$ cat config.mk
export PLATFORM = sky130hd
export DESIGN_NAME = alu_sequencer_flat
export DESIGN_NICKNAME = d
export VERILOG_FILES = /design/src/rtl/mini_proc_pkg.sv /design/src/rtl/alu_sequencer_if.sv /design/src/rtl/prog_mem.sv /design/src/rtl/alu_sequencer.sv /design/src/flat_wrapper.sv
export SDC_FILE = /design/constraint.sdc
export NUM_CORES = 1
export LEC_CHECK = 0
export ABC_AREA = 1
export CAP_MARGIN = 20
export CORE_UTILIZATION = 25
export DETAILED_ROUTE_END_ITERATION = 6
export GPL_TIMING_DRIVEN = 1
export PLACE_DENSITY = 0.38
export SYNTH_ARGS = -nofsm -noshare
export SYNTH_HDL_FRONTEND = slang
export SYNTH_SLANG_ARGS = --single-unit
export TNS_END_PERCENT = 20
$ cat constraint.sdc
create_clock -name clk -period 2.53 [get_ports clk]
set_input_delay 0.3795 -clock clk [delete_from_list [all_inputs] [get_ports clk]]
set_output_delay 0.3795 -clock clk [all_outputs]
set_load 0.01 [all_outputs]
$ cat src/rtl/mini_proc_pkg.sv
// Shared types and constants for the mini processor sequencer and its datapath.
package mini_proc_pkg;

  localparam int unsigned DATA_W  = 4;
  localparam int unsigned CTRL_W  = 2;
  localparam int unsigned INSTR_W = 8;

  localparam int unsigned HALT_BIT = 7;
  localparam int unsigned LOAD_BIT = 6;
  localparam int unsigned CTRL_MSB = 5;
  localparam int unsigned CTRL_LSB = 4;
  localparam int unsigned IMM_MSB  = 3;
  localparam int unsigned IMM_LSB  = 0;

  localparam logic [CTRL_W-1:0] OP_ADD = 2'b00;
  localparam logic [CTRL_W-1:0] OP_SUB = 2'b01;
  localparam logic [CTRL_W-1:0] OP_AND = 2'b10;
  localparam logic [CTRL_W-1:0] OP_OR  = 2'b11;

  typedef enum logic [1:0] {
    ST_IDLE,
    ST_FETCH,
    ST_EXEC,
    ST_DONE
  } seq_state_e;

  typedef struct packed {
    logic              halt;
    logic              load;
    logic [CTRL_W-1:0] ctrl;
    logic [DATA_W-1:0] imm;
  } instr_t;

  // Split a raw program word into its fields.
  function automatic instr_t decode(input logic [INSTR_W-1:0] w);
    instr_t d;
    d.halt = w[HALT_BIT];
    d.load = w[LOAD_BIT];
    d.ctrl = w[CTRL_MSB:CTRL_LSB];
    d.imm  = w[IMM_MSB:IMM_LSB];
    return d;
  endfunction

endpackage

$ cat src/rtl/alu_sequencer_if.sv
// Operand/result bus between the sequencer and the 4-bit datapath.
interface alu_sequencer_if;
  import mini_proc_pkg::*;

  logic [DATA_W-1:0] alu_a;
  logic [DATA_W-1:0] alu_b;
  logic [CTRL_W-1:0] alu_ctrl;
  logic [DATA_W-1:0] alu_result;

  modport master (output alu_a, output alu_b, output alu_ctrl, input alu_result);
  modport slave  (input alu_a, input alu_b, input alu_ctrl, output alu_result);
endinterface

$ cat src/rtl/prog_mem.sv
// Program store: one synchronous write port, one asynchronous read port, no reset.
module prog_mem #(
  parameter int unsigned DEPTH  = 16,
  parameter int unsigned ADDR_W = 4,
  parameter int unsigned DATA_W = 8
) (
  input  logic              clk,
  input  logic              we,
  input  logic [ADDR_W-1:0] waddr,
  input  logic [DATA_W-1:0] wdata,
  input  logic [ADDR_W-1:0] raddr,
  output logic [DATA_W-1:0] rdata
);

  logic [DATA_W-1:0] mem [DEPTH];

  always_ff @(posedge clk) begin
    if (we) mem[waddr] <= wdata;
  end

  assign rdata = mem[raddr];

endmodule

$ cat src/rtl/alu_sequencer.sv
// Accumulator-machine controller: fetches program words and drives the
// datapath operands, folding each result back into the accumulator.
module alu_sequencer
  import mini_proc_pkg::*;
#(
  parameter int unsigned DEPTH  = 16,
  parameter int unsigned ADDR_W = $clog2(DEPTH)
) (
  input  logic                clk,
  input  logic                rst_n,
  input  logic                start,
  input  logic                prog_we,
  input  logic [ADDR_W-1:0]   prog_addr,
  input  logic [INSTR_W-1:0]  prog_data,
  alu_sequencer_if.master     dp,
  output logic [DATA_W-1:0]   acc,
  output logic [ADDR_W-1:0]   pc,
  output logic                busy,
  output logic                done
);

  seq_state_e        state_q, state_d;
  logic [DATA_W-1:0] acc_q, acc_d;
  logic [DATA_W-1:0] alu_a_q, alu_a_d;
  logic [ADDR_W-1:0] pc_q, pc_d;
  instr_t            instr_q, instr_d;
  logic              busy_q, busy_d;
  logic              done_q, done_d;
  logic [INSTR_W-1:0] mem_rdata;
  logic              mem_we;

  // Writes are only accepted while no program is running.
  assign mem_we = prog_we & ~busy_q;

  prog_mem #(
    .DEPTH (DEPTH),
    .ADDR_W(ADDR_W),
    .DATA_W(INSTR_W)
  ) u_prog_mem (
    .clk  (clk),
    .we   (mem_we),
    .waddr(prog_addr),
    .wdata(prog_data),
    .raddr(pc_q),
    .rdata(mem_rdata)
  );

  always_ff @(posedge clk) begin
    if (!rst_n) begin
      state_q <= ST_IDLE;
      acc_q   <= '0;
      alu_a_q <= '0;
      pc_q    <= '0;
      instr_q <= '0;
      busy_q  <= 1'b0;
      done_q  <= 1'b0;
    end else begin
      state_q <= state_d;
      acc_q   <= acc_d;
      alu_a_q <= alu_a_d;
      pc_q    <= pc_d;
      instr_q <= instr_d;
      busy_q  <= busy_d;
      done_q  <= done_d;
    end
  end

  always_comb begin
    state_d = state_q;
    acc_d   = acc_q;
    alu_a_d = alu_a_q;
    pc_d    = pc_q;
    instr_d = instr_q;
    case (state_q)
      ST_IDLE: begin
        if (start) begin
          state_d = ST_FETCH;
          pc_d    = '0;
          acc_d   = '0;
        end
      end
      ST_FETCH: begin
        instr_d = decode(mem_rdata);
        alu_a_d = acc_q;
        state_d = ST_EXEC;
      end
      ST_EXEC: begin
        if (instr_q.halt) begin
          state_d = ST_DONE;
        end else begin
          acc_d = instr_q.load ? instr_q.imm : dp.alu_result;
          // Running off the end of memory finishes the program without wrapping.
          if (pc_q == ADDR_W'(DEPTH - 1)) begin
            state_d = ST_DONE;
          end else begin
            pc_d    = pc_q + ADDR_W'(1);
            state_d = ST_FETCH;
          end
        end
      end
      ST_DONE: state_d = ST_IDLE;
      default: state_d = ST_IDLE;
    endcase
    busy_d = (state_d == ST_FETCH) || (state_d == ST_EXEC);
    done_d = (state_d == ST_DONE);
  end

  // Operand B and the op select come straight from the latched instruction.
  assign dp.alu_a    = alu_a_q;
  assign dp.alu_b    = instr_q.imm;
  assign dp.alu_ctrl = instr_q.ctrl;
  assign acc         = acc_q;
  assign pc          = pc_q;
  assign busy        = busy_q;
  assign done        = done_q;

endmodule

$ cat src/flat_wrapper.sv
// flat-port wrapper written by rule: the top's interface ports become plain ports
module alu_sequencer_flat import mini_proc_pkg::*;
#(
  parameter int unsigned DEPTH  = 16,
  parameter int unsigned ADDR_W = $clog2(DEPTH)
)
  (clk, rst_n, start, prog_we, prog_addr, prog_data, acc, pc, busy, done, dp_alu_a, dp_alu_b, dp_alu_ctrl, dp_alu_result);
  alu_sequencer_if dp_i ();
  input  logic clk;
  input  logic rst_n;
  input  logic start;
  input  logic prog_we;
  input  logic [ADDR_W-1:0] prog_addr;
  input  logic [INSTR_W-1:0] prog_data;
  output logic [DATA_W-1:0] acc;
  output logic [ADDR_W-1:0] pc;
  output logic busy;
  output logic done;
  output wire logic [$bits(dp_i.alu_a)-1:0] dp_alu_a;
  output wire logic [$bits(dp_i.alu_b)-1:0] dp_alu_b;
  output wire logic [$bits(dp_i.alu_ctrl)-1:0] dp_alu_ctrl;
  input wire logic [$bits(dp_i.alu_result)-1:0] dp_alu_result;
  assign dp_alu_a = dp_i.alu_a;
  assign dp_alu_b = dp_i.alu_b;
  assign dp_alu_ctrl = dp_i.alu_ctrl;
  assign dp_i.alu_result = dp_alu_result;
  alu_sequencer #(.DEPTH(DEPTH), .ADDR_W(ADDR_W)) u_core (.clk(clk), .rst_n(rst_n), .start(start), .prog_we(prog_we), .prog_addr(prog_addr), .prog_data(prog_data), .dp(dp_i), .acc(acc), .pc(pc), .busy(busy), .done(done));
endmodule
==> results of run 1 <==
## logic make-up (layout without fill, tap and decap cells)
logic type	Yosys count	in the layout	synth area share [%]
buf+inv	59	127	4.697
compound gates	22	22	1.979
flops	152	152	69.08
fa+ha+maj	2	2	0.3997
simple gates	351	351	23.85
## how the worst min path moves through the flow
stage / from / to / slack [ns] / cells after the start
final: u_core.acc[3] / u_core.acc[3] / 0.49 / 2
after global routing: u_core.acc[0] / u_core.acc[0] / 0.53 / 2
after CTS: u_core.acc[3] / u_core.acc[3] / 0.49 / 2
after detailed placement: u_core.acc[3] / u_core.acc[3] / 0.48 / 2
after global placement: u_core.acc[3] / u_core.acc[3] / 0.48 / 2
after floorplan: rst_n / u_core.busy / 0.47 / 2
## cell usage after synthesis, types with 2 or more instances
cell / count
nor3_2: 2
edfxtp_1: 128
nor2_2: 2
inv_1: 21
ha_1: 2
nand3_1: 106
clkinv_1: 2
inv_2: 3
nand2_1: 189
clkbuf_1: 4
o21ai_0: 7
or2_2: 3
buf_4: 13
nor2_1: 43
buf_2: 13
buf_1: 2
a21oi_1: 10
o211ai_1: 4
nand3b_1: 2
dfxtp_1: 24
## metrics by stage
step	setup WS, ns	hold slack [ns]	std cells	cell area (um^2)	total power [mW]
2_1_floorplan	1.051	0.4730	586	6260	3.056
3_3_place_gp	0.4401	0.4765	946	7111	3.259
3_5_place_dp	0.4912	0.4773	946	7111	3.258
4_1_cts	0.3485	0.4885	978	7732	5.844
5_1_grt	0.3270	0.5315	978	7732	5.992
6_report	0.3983	0.4922	978	7732	5.785
## report_power, final
| part | total, mW | switching, mW | internal [mW] |
|---|---|---|---|
| clock network | 2.59 | 1.24 | 1.36 |
| logic | 0.410 | 0.264 | 0.146 |
| registers | 2.78 | 0.0242 | 2.76 |
## sequential cells by signal, indices dropped and copies added, names as in the netlist
signal and count:
u_core.u_prog_mem.mem 128, u_core.state_q 2, u_core.done 1, u_core.pc 4
u_core.dp.alu_b 4, u_core.dp.alu_a 4, u_core.dp.alu_ctrl 2, u_core.acc 4
u_core.busy 1, u_core.instr_q 2
## layout by cell type, fill, tap and decap left out, types with 5 or more instances in the layout
| master | n |
|---|---|
| nand2_1 | 189 |
| edfxtp_1 | 128 |
| nand3_1 | 106 |
| nor2_1 | 43 |
| clkdlybuf4s50_1 | 39 |
| buf_4 | 28 |
| dfxtp_1 | 23 |
| inv_1 | 21 |
| clkbuf_16 | 17 |
| a21oi_1 | 10 |
| o21ai_0 | 7 |
| clkinv_8 | 6 |
| inv_8 | 5 |
## cell type report
type,instances,area [um^2]
Clock buffer,17,425.4
Sequential cell,152,4325
Tap cell,324,405.4
Timing Repair Buffer,69,640.6
Clock inverter,15,196.4
Inverter,26,97.59
Fill cell,2512,16730
Multi-Input combinational cell,375,1642
## metal layers
layer	up-vias	track usage (%)
li1	2110	-
met1	2063	18.14
met2	109	23.60
met3	26	2.805
met4	0	5.541
met5	-	0
==> metrics.txt, run 1 <==
outcome complete, no violations; Critical Path Sink pc[2]; TritonCTS Buffers 17; Hold-fix buffers, CTS 0; IO Port Bufs 39; Slew headroom 58.76%; CP arrival 1.75 ns; Antenna Cells 0; Crit path largest cell delay just under 0.7 ns; core box area about 0.024 mm^2; cell taking the most area after synthesis edfxtp_1; Die X-Extent ~160 um; setup TNS 0 ns; post-CTS sizing 0; metal1 wirelength 7.883 mm; # Max-Cap Violations 0; RR Endpoint u_core.dp.alu_ctrl[0]; post-synth top area share about three fifths; net count reported at finish ~660; fraction of layout cells with a size suffix above 1 a little under an eighth; clock latency on the worst-skew pair ~0.44 ns; VDD IR max 0.3691 mV; FF-to-FF Start u_core.pc[2]; Static Leak approximately 2.9 nW; Setup Skew between 0.015 and 0.02 ns; CP top delay family flip-flops; Area growth syn-to-layout 23.53%; post-synthesis cell type count 26; initial core utilization approximately a quarter; ranking of synthesized cells by area edfxtp_1 61%, nand2_1 11%, nand3_1 8.5%; CP startpoint u_core.pc[2]; Final Util between 30% and 40%; Synth Instances 586; Worst setup EP type primary output; mapped cell area approximately 0.0063 mm^2; grt total ovfl 0; yosys synthesis warning count 0; detailed placement HPWL approximately 11 mm; buffer and inverter count on the worst path 1; Met2 Wirelength 8.210 mm; PD cells 748.1 mW/mm^2; # rows 57; fin crit share ~84%; crit-path cells clkdlybuf4s50_1; global-route wire length before repair ~27 mm; DR WL/cell about 18 um; final hold viol count 0; top layer in use met4; total track usage between 10 and 15%; Crit-path slowest cell dfxtp_1; largest net degree at the start of global routing 67; post-DR vias/cell ~4.4; FF+latch count, synth roughly 150; Avg Inst Size Synth roughly 11 um^2; die area around 0.026 mm^2; Setup Buffers After CTS 0; reg2reg path depth 7; CTS Sinks approximately 150; final WL between 15 and 20 mm; worst-path maximum fanout 12; RSZ-0062 raised after global routing false; Worst Path Required roughly 2.2 ns; placer's final routability congestion estimate 0.7338; EDFF count, synth roughly 130; IO Pins 40; Seq/Total Area, Yosys between 60% and 70%; initial antenna violation count 0; Post-synth top flop edfxtp_1; Max Slew Vio Count 0; Worst-path clk slew about 0.070 ns; reg2reg setup slack 0.84 ns; Die H around 160 um; drt drc 0; detailed-route via count between 4000 and 5000; worst-margin pin slew ~0.62 ns; fmax ~470 MHz; Met3 Routed Length about 730 um; CTS root buffer clkbuf_16; kind of critical path reg -> out; 1st-iter DRT viols 295; critical path startpoint category flop; Clock Path Buffers 2; CTS tree done; first-pass detailed-route iteration total 5; vias in the first global route around 4400; Post-synth ARST share 0%; Period minus WS final about 2.1 ns; Hold/Removal Path Class reg -> reg; antenna viol nets, final 0; Levels on crit path 1; Synthesized Nets roughly 610; setup violators final 0; H-tree Lvls 4
(Power assumes the default switching activity.)
==> inputs of run 2 (changes only) <==
--- a/config.mk
+++ b/config.mk
@@ -10,7 +10,7 @@
 export CORE_UTILIZATION = 25
 export DETAILED_ROUTE_END_ITERATION = 6
 export GPL_TIMING_DRIVEN = 1
-export PLACE_DENSITY = 0.38
+export PLACE_DENSITY = 0.4
 export SYNTH_ARGS = -nofsm -noshare
 export SYNTH_HDL_FRONTEND = slang
 export SYNTH_SLANG_ARGS = --single-unit
==> constraint.sdc (replaced) <==
create_clock -name clk -period 1.8 [get_ports clk]
set_input_delay 0.27 -clock clk [delete_from_list [all_inputs] [get_ports clk]]
set_output_delay 0.27 -clock clk [all_outputs]
set_load 0.01 [all_outputs]
==> run 2 against run 1 <==
  * Design area rose by 0.89%
  * Largest cell class unchanged
  * Via count is 1.7% lower
  * Clock power increased by 44%
==> metrics.txt, run 2 (synthesized netlist as in run 1, its figures left out) <==
largest net degree at the start of global routing 66 (was 67); 1st-iter DRT viols 322 (was 295); fin crit share between 90% and 100%; RSZ-0062 raised after global routing false (unchanged); first-pass detailed-route iteration total 4 (was 5); IO Pins 40 (unchanged); Setup Buffers After CTS 0 (unchanged); placer's final routability congestion estimate 0.8157 (was 0.7338); Worst setup EP type primary output (unchanged); placed cell count 953 (was 946); Hold/Removal Path Class reg -> reg (unchanged); post-CTS sizing 0 (unchanged); Setup Skew 0.01119 ns (was 0.01864 ns); Period minus WS final roughly 1.7 ns; CP arrival 1.40 ns (was 1.75 ns); initial core utilization 25.59% (unchanged); # Max-Cap Violations 0 (unchanged); Place WS -0.03826 ns (was 0.4912 ns); CP top delay family buffers and inverters (was flip-flops); cell internal pwr 6.222 mW (was 4.260 mW); clock power share 45.3% (was 44.8%); clock latency on the worst-skew pair 0.43 ns (was 0.44 ns); grt total ovfl 0 (unchanged); kind of critical path reg -> out (unchanged); Clock Path Buffers 2 (unchanged); worst setup margin 0.1275 ns (was 0.3983 ns); detailed placement HPWL 10.95 mm (was 11.25 mm); Reg with most FFs u_core.u_prog_mem.mem (unchanged); post-DR vias/cell 4.298 (was 4.405); die area 0.02568 mm^2 (unchanged); commonest non-fill, non-tap cell in the layout nand2_1 (unchanged); worst-margin pin slew 0.4551 ns (was 0.6176 ns); fraction of layout cells with a size suffix above 1 12.71% (was 11.47%); VDD IR max 0.5204 mV (was 0.3691 mV); final hold viol count 0 (unchanged); # rows 57 (unchanged); Area growth syn-to-layout 24.63% (was 23.53%); TritonCTS Buffers 17 (unchanged); Crit-path slowest cell clkdlybuf4s50_1 (was dfxtp_1); net count reported at finish 670 (was 663); CTS Sinks 152 (unchanged); fmax about 600 MHz; global-route wire length before repair 24.69 mm (was 26.64 mm); antenna viol nets, final 0 (unchanged); Largest register FFs 128 (unchanged); final WL 16.31 mm (was 17.14 mm); initial antenna violation count 0 (unchanged); core box area 0.02446 mm^2 (unchanged); Max Slew Vio Count 0 (unchanged); Worst Path Required 1.53 ns (was 2.15 ns); Static Leak 2.898 nW (was 2.860 nW); setup violators final 0 (unchanged); PD cells 1053 mW/mm^2 (was 748.1 mW/mm^2); worst-path maximum fanout 4 (was 12); critical path startpoint category flop (unchanged); Seq pwr share 47.6% (was 48.1%); Comb pwr share 7.0% (was 7.1%); fin cells 985 (was 978); total track usage 13.26% (was 14.20%); Die H 160.2 um (unchanged); Net Sw Frac 24.28% (was 26.36%); vias in the first global route 4224 (was 4446); Die X-Extent 160.2 um (unchanged); CTS root buffer clkbuf_16 (unchanged); crit-path cells clkdlybuf4s50_1 (unchanged); most frequent cells in the layout 189 x nand2_1, 128 x edfxtp_1, 106 x nand3_1, 43 x nor2_1, 39 x clkdlybuf4s50_1 (unchanged); Hold-fix buffers, CTS 0 (unchanged); IO Port Bufs 39 (unchanged); Antenna Cells 0 (unchanged); DR WL/cell 16.56 um (was 17.52 um); Crit path largest cell delay 0.57 ns (was 0.68 ns); Psw 1.995 mW (was 1.525 mW); buffer and inverter count on the worst path 1 (unchanged); FILL cells 2512 (unchanged); drt drc 0 (unchanged); H-tree Lvls 4 (unchanged); outcome complete, no violations (unchanged); Slew headroom 69.34% (was 58.76%); Worst-path clk slew 0.07 ns (about the same); detailed-route via count 4234 (was 4308); CTS tree done (unchanged)
run 2: cell types whose count changed in the layout (fill, tap and decap cells not counted), moves of 2 or more:
cell | previous run | this run
buf_4 | 28 | 34
bufinv_16 | 0 | 2
clkinv_8 | 6 | 2
dfxtp_1 | 23 | 21
dfxtp_2 | 1 | 3
inv_6 | 2 | 6
run 2: through the flow:
| step | area [um^2] | total power [mW] | hold slack [ns] | setup TNS [ns] | util [%] |
|---|---|---|---|---|---|
| final | 7801 | 8.216 | 0.4985 | 0 | 31.89 |
| after global routing | 7801 | 8.514 | 0.5342 | 0 | 31.89 |
| after CTS | 7799 | 8.315 | 0.4980 | 0 | 31.88 |
| after detailed placement | 7176 | 4.583 | 0.4878 | -0.5190 | 29.33 |
| after global placement | 7176 | 4.583 | 0.4827 | -1.113 | 29.33 |
| after floorplan | 6260 | 4.296 | 0.3635 | 0 | - |
run 2: worst register-to-register path, cell delays in order, from the launching register on:
cell and delay, ns:
dfxtp_2 0.40, inv_2 0.05, buf_4 0.23, nand2_1 0.11
nand3_1 0.09, nand3_1 0.12, nand2_1 0.12, nand2_1 0.08
nand3_1 0.12, nand2_1 0.08, inv_1 0.04
run 2: final cells by class:
class / instances / area, um^2 / share of cell area, %
inverters: 26 / 97.59 / 1.251
flip-flops and latches: 152 / 4328 / 55.48
clock buffers: 17 / 425.4 / 5.453
repair buffers: 76 / 705.7 / 9.046
well taps: 324 / 405.4 / 5.196
clock inverters: 15 / 197.7 / 2.534
multi-input cells: 375 / 1642 / 21.04
run 2: final timing paths:
path,start,to,slack [ns],cells after the start
worst max register to register,u_core.pc[0],u_core.dp.alu_b[0],0.27,10
worst max-delay path,u_core.pc[2],pc[2],0.13,1
worst min-delay path,u_core.acc[2],u_core.acc[2],0.50,2
worst min register to register,u_core.acc[2],u_core.acc[2],0.50,2
run 2: power by group through the flow:
| stage | Combinational [mW] | Clock (mW) | Sequential (mW) |
|---|---|---|---|
| global placement | 0.591 | 0 | 3.99 |
| finish | 0.578 | 3.73 | 3.91 |
| CTS | 0.594 | 3.81 | 3.91 |
| detailed placement | 0.592 | 0 | 3.99 |
| floorplan | 0.311 | 0 | 3.99 |
| global route | 0.650 | 3.95 | 3.92 |
run 2: metal layers:
metal  share of wire [%]  vias up  global-route usage [%]
li1                    -     2117                       -
met1                  50     2012                   18.14
met2                  46       86                   20.75
met3                 3.4       19                   2.935
met4                 1.4        0                   4.286
met5                   0        -                       0
==> inputs of run 3 (changes only) <==
--- a/config.mk
+++ b/config.mk
@@ -5,12 +5,13 @@
 export SDC_FILE = /design/constraint.sdc
 export NUM_CORES = 1
 export LEC_CHECK = 0
-export ABC_AREA = 1
 export CAP_MARGIN = 20
 export CORE_UTILIZATION = 25
+export CTS_CLUSTER_DIAMETER = 60
 export DETAILED_ROUTE_END_ITERATION = 6
 export GPL_TIMING_DRIVEN = 1
 export PLACE_DENSITY = 0.4
+export SETUP_SLACK_MARGIN = 0.3
 export SYNTH_ARGS = -nofsm -noshare
 export SYNTH_HDL_FRONTEND = slang
 export SYNTH_SLANG_ARGS = --single-unit
==> run 3 against run 2 <==
  * Register-to-register slack lost 0.20 ns
  * Final cell count shrank 24%
  * Hold slack lost 0.036 ns
  * Clock power shrank 6.2%
  * Critical path type is now reg -> reg
  * Die area shrank 4.6%
  * Critical endpoint is now u_core.pc[3]
==> metrics.txt, run 3 <==
FF+latch count, synth 152 (unchanged); CP arrival 2.07 ns (was 1.40 ns); post-DR vias/cell 4.328 (was 4.298); CTS Sinks 152 (unchanged); Simple-Gate Fraction of Synth Area 5.177% (was 23.85%); outcome complete, no violations (unchanged); reg2reg setup slack 0.07 ns (was 0.27 ns); fmax 579.1 MHz (was 597.9 MHz); fin cells 753 (was 985); TritonCTS Buffers 17 (unchanged); mapped cell area 0.005969 mm^2 (was 0.006260 mm^2); setup violators final 0 (unchanged); Place WS -0.2168 ns (was -0.03826 ns); Worst-path clk slew 0.06 ns (was 0.07 ns); die area 0.02450 mm^2 (was 0.02568 mm^2); critical path startpoint category flop (unchanged); most frequent cells in the layout 128 x edfxtp_1, 38 x buf_4, 32 x mux4_2, 19 x clkdlybuf4s50_1, 18 x dfxtp_1 (was 189 x nand2_1, 128 x edfxtp_1, 106 x nand3_1, 43 x nor2_1, 39 x clkdlybuf4s50_1); Seq pwr share 49.2% (was 47.6%); commonest non-fill, non-tap cell in the layout edfxtp_1 (was nand2_1); Final Cell Area 0.008031 mm^2 (was 0.007801 mm^2); detailed-route via count 3259 (was 4234); Worst Path Required 2.15 ns (was 1.53 ns); Post-synth top flop edfxtp_1 (unchanged); RSZ-0062 raised after global routing true (was false); most common cell in the netlist edfxtp_1 (was nand2_1); clock power share 44.1% (was 45.3%); # Max-Cap Violations 0 (unchanged); Largest register FFs 128 (unchanged); reg2reg path depth 6 (was 10); XOR/XNOR share of the synthesized area 0.1467% (was 0%); H-tree Lvls 4 (unchanged); RR Endpoint u_core.pc[3] (was u_core.dp.alu_b[0]); Reg with most FFs u_core.u_prog_mem.mem (unchanged); Synth Area in Adders 0.4192% (was 0.3998%); FF-to-FF Start u_core.pc[0] (unchanged); Avg Inst Size Synth 18.60 um^2 (was 10.68 um^2); clock latency on the worst-skew pair 0.42 ns (was 0.43 ns); initial core utilization 25.43% (was 25.59%); Final Util 34.22% (was 31.89%); Setup Skew 0.005006 ns (was 0.01119 ns); kind of critical path reg -> reg (was reg -> out); mux cell area share after synthesis 15.51% (was 0%); Antenna Cells 0 (unchanged); cell taking the most area after synthesis edfxtp_1 (unchanged); fin crit share 95.93% (was 92.92%); final WL 14.92 mm (was 16.31 mm); Net Sw Frac 23.14% (was 24.28%); Slew headroom 69.41% (was 69.34%); CTS tree done (unchanged); core box area 0.02347 mm^2 (was 0.02446 mm^2); Worst setup EP type flop (was primary output); Period minus WS final 1.727 ns (was 1.673 ns); Die H 156.5 um (was 160.2 um); PD cells 987.6 mW/mm^2 (was 1053 mW/mm^2); antenna viol nets, final 0 (unchanged); net count reported at finish 443 (was 670); DR WL/cell 19.82 um (was 16.56 um); detailed placement HPWL 10.08 mm (was 10.95 mm); Die X-Extent 156.5 um (was 160.2 um); initial antenna violation count 0 (unchanged); Synthesized Nets 343 (was 608); synth cell count leaders 128 x edfxtp_1, 32 x mux4_2, 24 x dfxtp_1 (was 189 x nand2_1, 128 x edfxtp_1, 106 x nand3_1); Comb pwr share 6.7% (was 7.0%); global-route wire length before repair 22.38 mm (was 24.69 mm); VDD IR max 0.4985 mV (was 0.5204 mV); Synth Area in Compound Gates 3.920% (was 1.979%); Clock Path Buffers 2 (unchanged); final hold viol count 0 (unchanged); Hold/Removal Path Class reg -> reg (unchanged); yosys synthesis warning count 0 (unchanged); first-pass detailed-route iteration total 4 (unchanged); Static Leak 2.772 nW (was 2.898 nW); placer's final routability congestion estimate 0.7782 (was 0.8157); largest net degree at the start of global routing 20 (was 66); largest family of logic cells by synthesized area multiplexers (was simple AND/OR/NAND/NOR gates); Post-synth ARST share 0% (unchanged); drt drc 0 (unchanged); post-synth top area share 64.39% (was 61.40%); grt total ovfl 0 (unchanged); post-synthesis cell type count 34 (was 26); placed cell count 708 (was 953); IO Port Bufs 39 (unchanged); CTS root buffer clkbuf_16 (unchanged); worst-margin pin slew 0.4540 ns (was 0.4551 ns); placed inst area 0.007136 mm^2 (was 0.007176 mm^2); # rows 56 (was 57); hold path cells 2 (unchanged); ranking of synthesized cells by area edfxtp_1 64%, mux4_2 12%, dfxtp_1 8.0% (was edfxtp_1 61%, nand2_1 11%, nand3_1 8.5%); Area growth syn-to-layout 34.54% (was 24.63%); Psw 1.835 mW (was 1.995 mW); EDFF count, synth 128 (unchanged); Seq/Total Area, Yosys 72.44% (was 69.08%); Synth Instances 321 (was 586); worst-path maximum fanout 8 (was 4); cell internal pwr 6.097 mW (was 6.222 mW); vias in the first global route 3414 (was 4224); Hold-fix buffers, CTS 0 (unchanged); worst setup margin 0.07321 ns (was 0.1275 ns); fraction of layout cells with a size suffix above 1 37.33% (was 12.71%); CP startpoint u_core.pc[0] (was u_core.pc[2]); Critical Path Sink u_core.pc[3] (was pc[2]); IO Pins 40 (unchanged); Max Slew Vio Count 0 (unchanged); 1st-iter DRT viols 218 (was 322); total track usage 13.15% (was 13.26%)
run 3: changes by cell type in the layout (fill, tap and decap cells not counted), sizes merged, moves of 10 or more:
cell and delta:
nand2 -179, nand3 -104, mux4 +32, nor2 -27, buf +25, inv -24
clkdlybuf4s50 -20, mux2i +16, dlymetal6s2s +10
run 3: area by class of cell:
cell class                      count  area [um^2]
Multi-Input combinational cell    149         1679
Inverter                            1        3.754
Sequential cell                   152         4339
Tap cell                          319        399.1
Timing Repair Buffer              100         1030
Clock inverter                     15        155.1
Fill cell                        2254        15440
Clock buffer                       17        425.4
run 3: power groups by stage:
stage          clock (mW)  combinational (mW)  sequential, mW
6_report             3.50               0.535            3.90
5_1_grt              3.76               0.576            3.90
4_1_cts              3.59               0.519            3.90
3_5_place_dp            0               0.477            3.98
3_3_place_gp            0               0.475            3.98
2_1_floorplan           0               0.224            3.97
run 3: how the worst min path moves through the flow:
stage / startpoint / slack (ns) / end
5_1_grt: u_core.dp.alu_a[1] / 0.51 / u_core.dp.alu_a[1]
3_3_place_gp: u_core.dp.alu_a[0] / 0.46 / u_core.dp.alu_a[0]
4_1_cts: u_core.dp.alu_a[2] / 0.47 / u_core.dp.alu_a[2]
3_5_place_dp: u_core.dp.alu_a[2] / 0.46 / u_core.dp.alu_a[2]
2_1_floorplan: prog_data[0] / 0.37 / u_core.u_prog_mem.mem[0][0]
6_report: u_core.dp.alu_a[2] / 0.46 / u_core.dp.alu_a[2]
run 3: logic make-up after synthesis:
| group | after synthesis |
|---|---|
| flip-flops | 152 |
| AO/OA/AOI/OAI | 34 |
| multiplexers | 52 |
| AND/OR/NAND/NOR | 60 |
| XOR/XNOR | 1 |
| adder cells (fa/ha/maj) | 2 |
| buffers and inverters | 20 |
run 3: critical path, cell delays in order (launching register included):
cell	delay, ns
dfxtp_2	0.33
buf_12	0.14
ha_1	0.20
and3_4	0.19
a221o_1	0.33
or3_4	0.37
a21oi_2	0.11
run 3: repair_timing:
| action | 4_1_cts | 5_1_grt |
|---|---|---|
| pin swaps | 3 | 14 |
| buffers inserted | 11 | 2 |
| endpoints found under the setup margin | 118 | 131 |
| gates resized for setup | 33 | 45 |
run 3: metrics by stage:
stage | hold WS [ns] | power, mW | setup TNS, ns
finish | 0.4622 | 7.932 | 0
global route | 0.5071 | 8.240 | -0.01933
detailed placement | 0.4643 | 4.455 | -10.14
floorplan | 0.3689 | 4.191 | 0
CTS | 0.4735 | 8.010 | 0
global placement | 0.4570 | 4.453 | -9.369
run 3: layer usage:
| layer | global-route usage (%) | up-vias | part of all wire [%] |
|---|---|---|---|
| met3 | 3.517 | 10 | 5.3 |
| met2 | 20.24 | 83 | 47 |
| met4 | 3.922 | 0 | 1.0 |
| li1 | - | 1490 | - |
| met1 | 18.08 | 1676 | 47 |
| met5 | 0 | - | 0 |
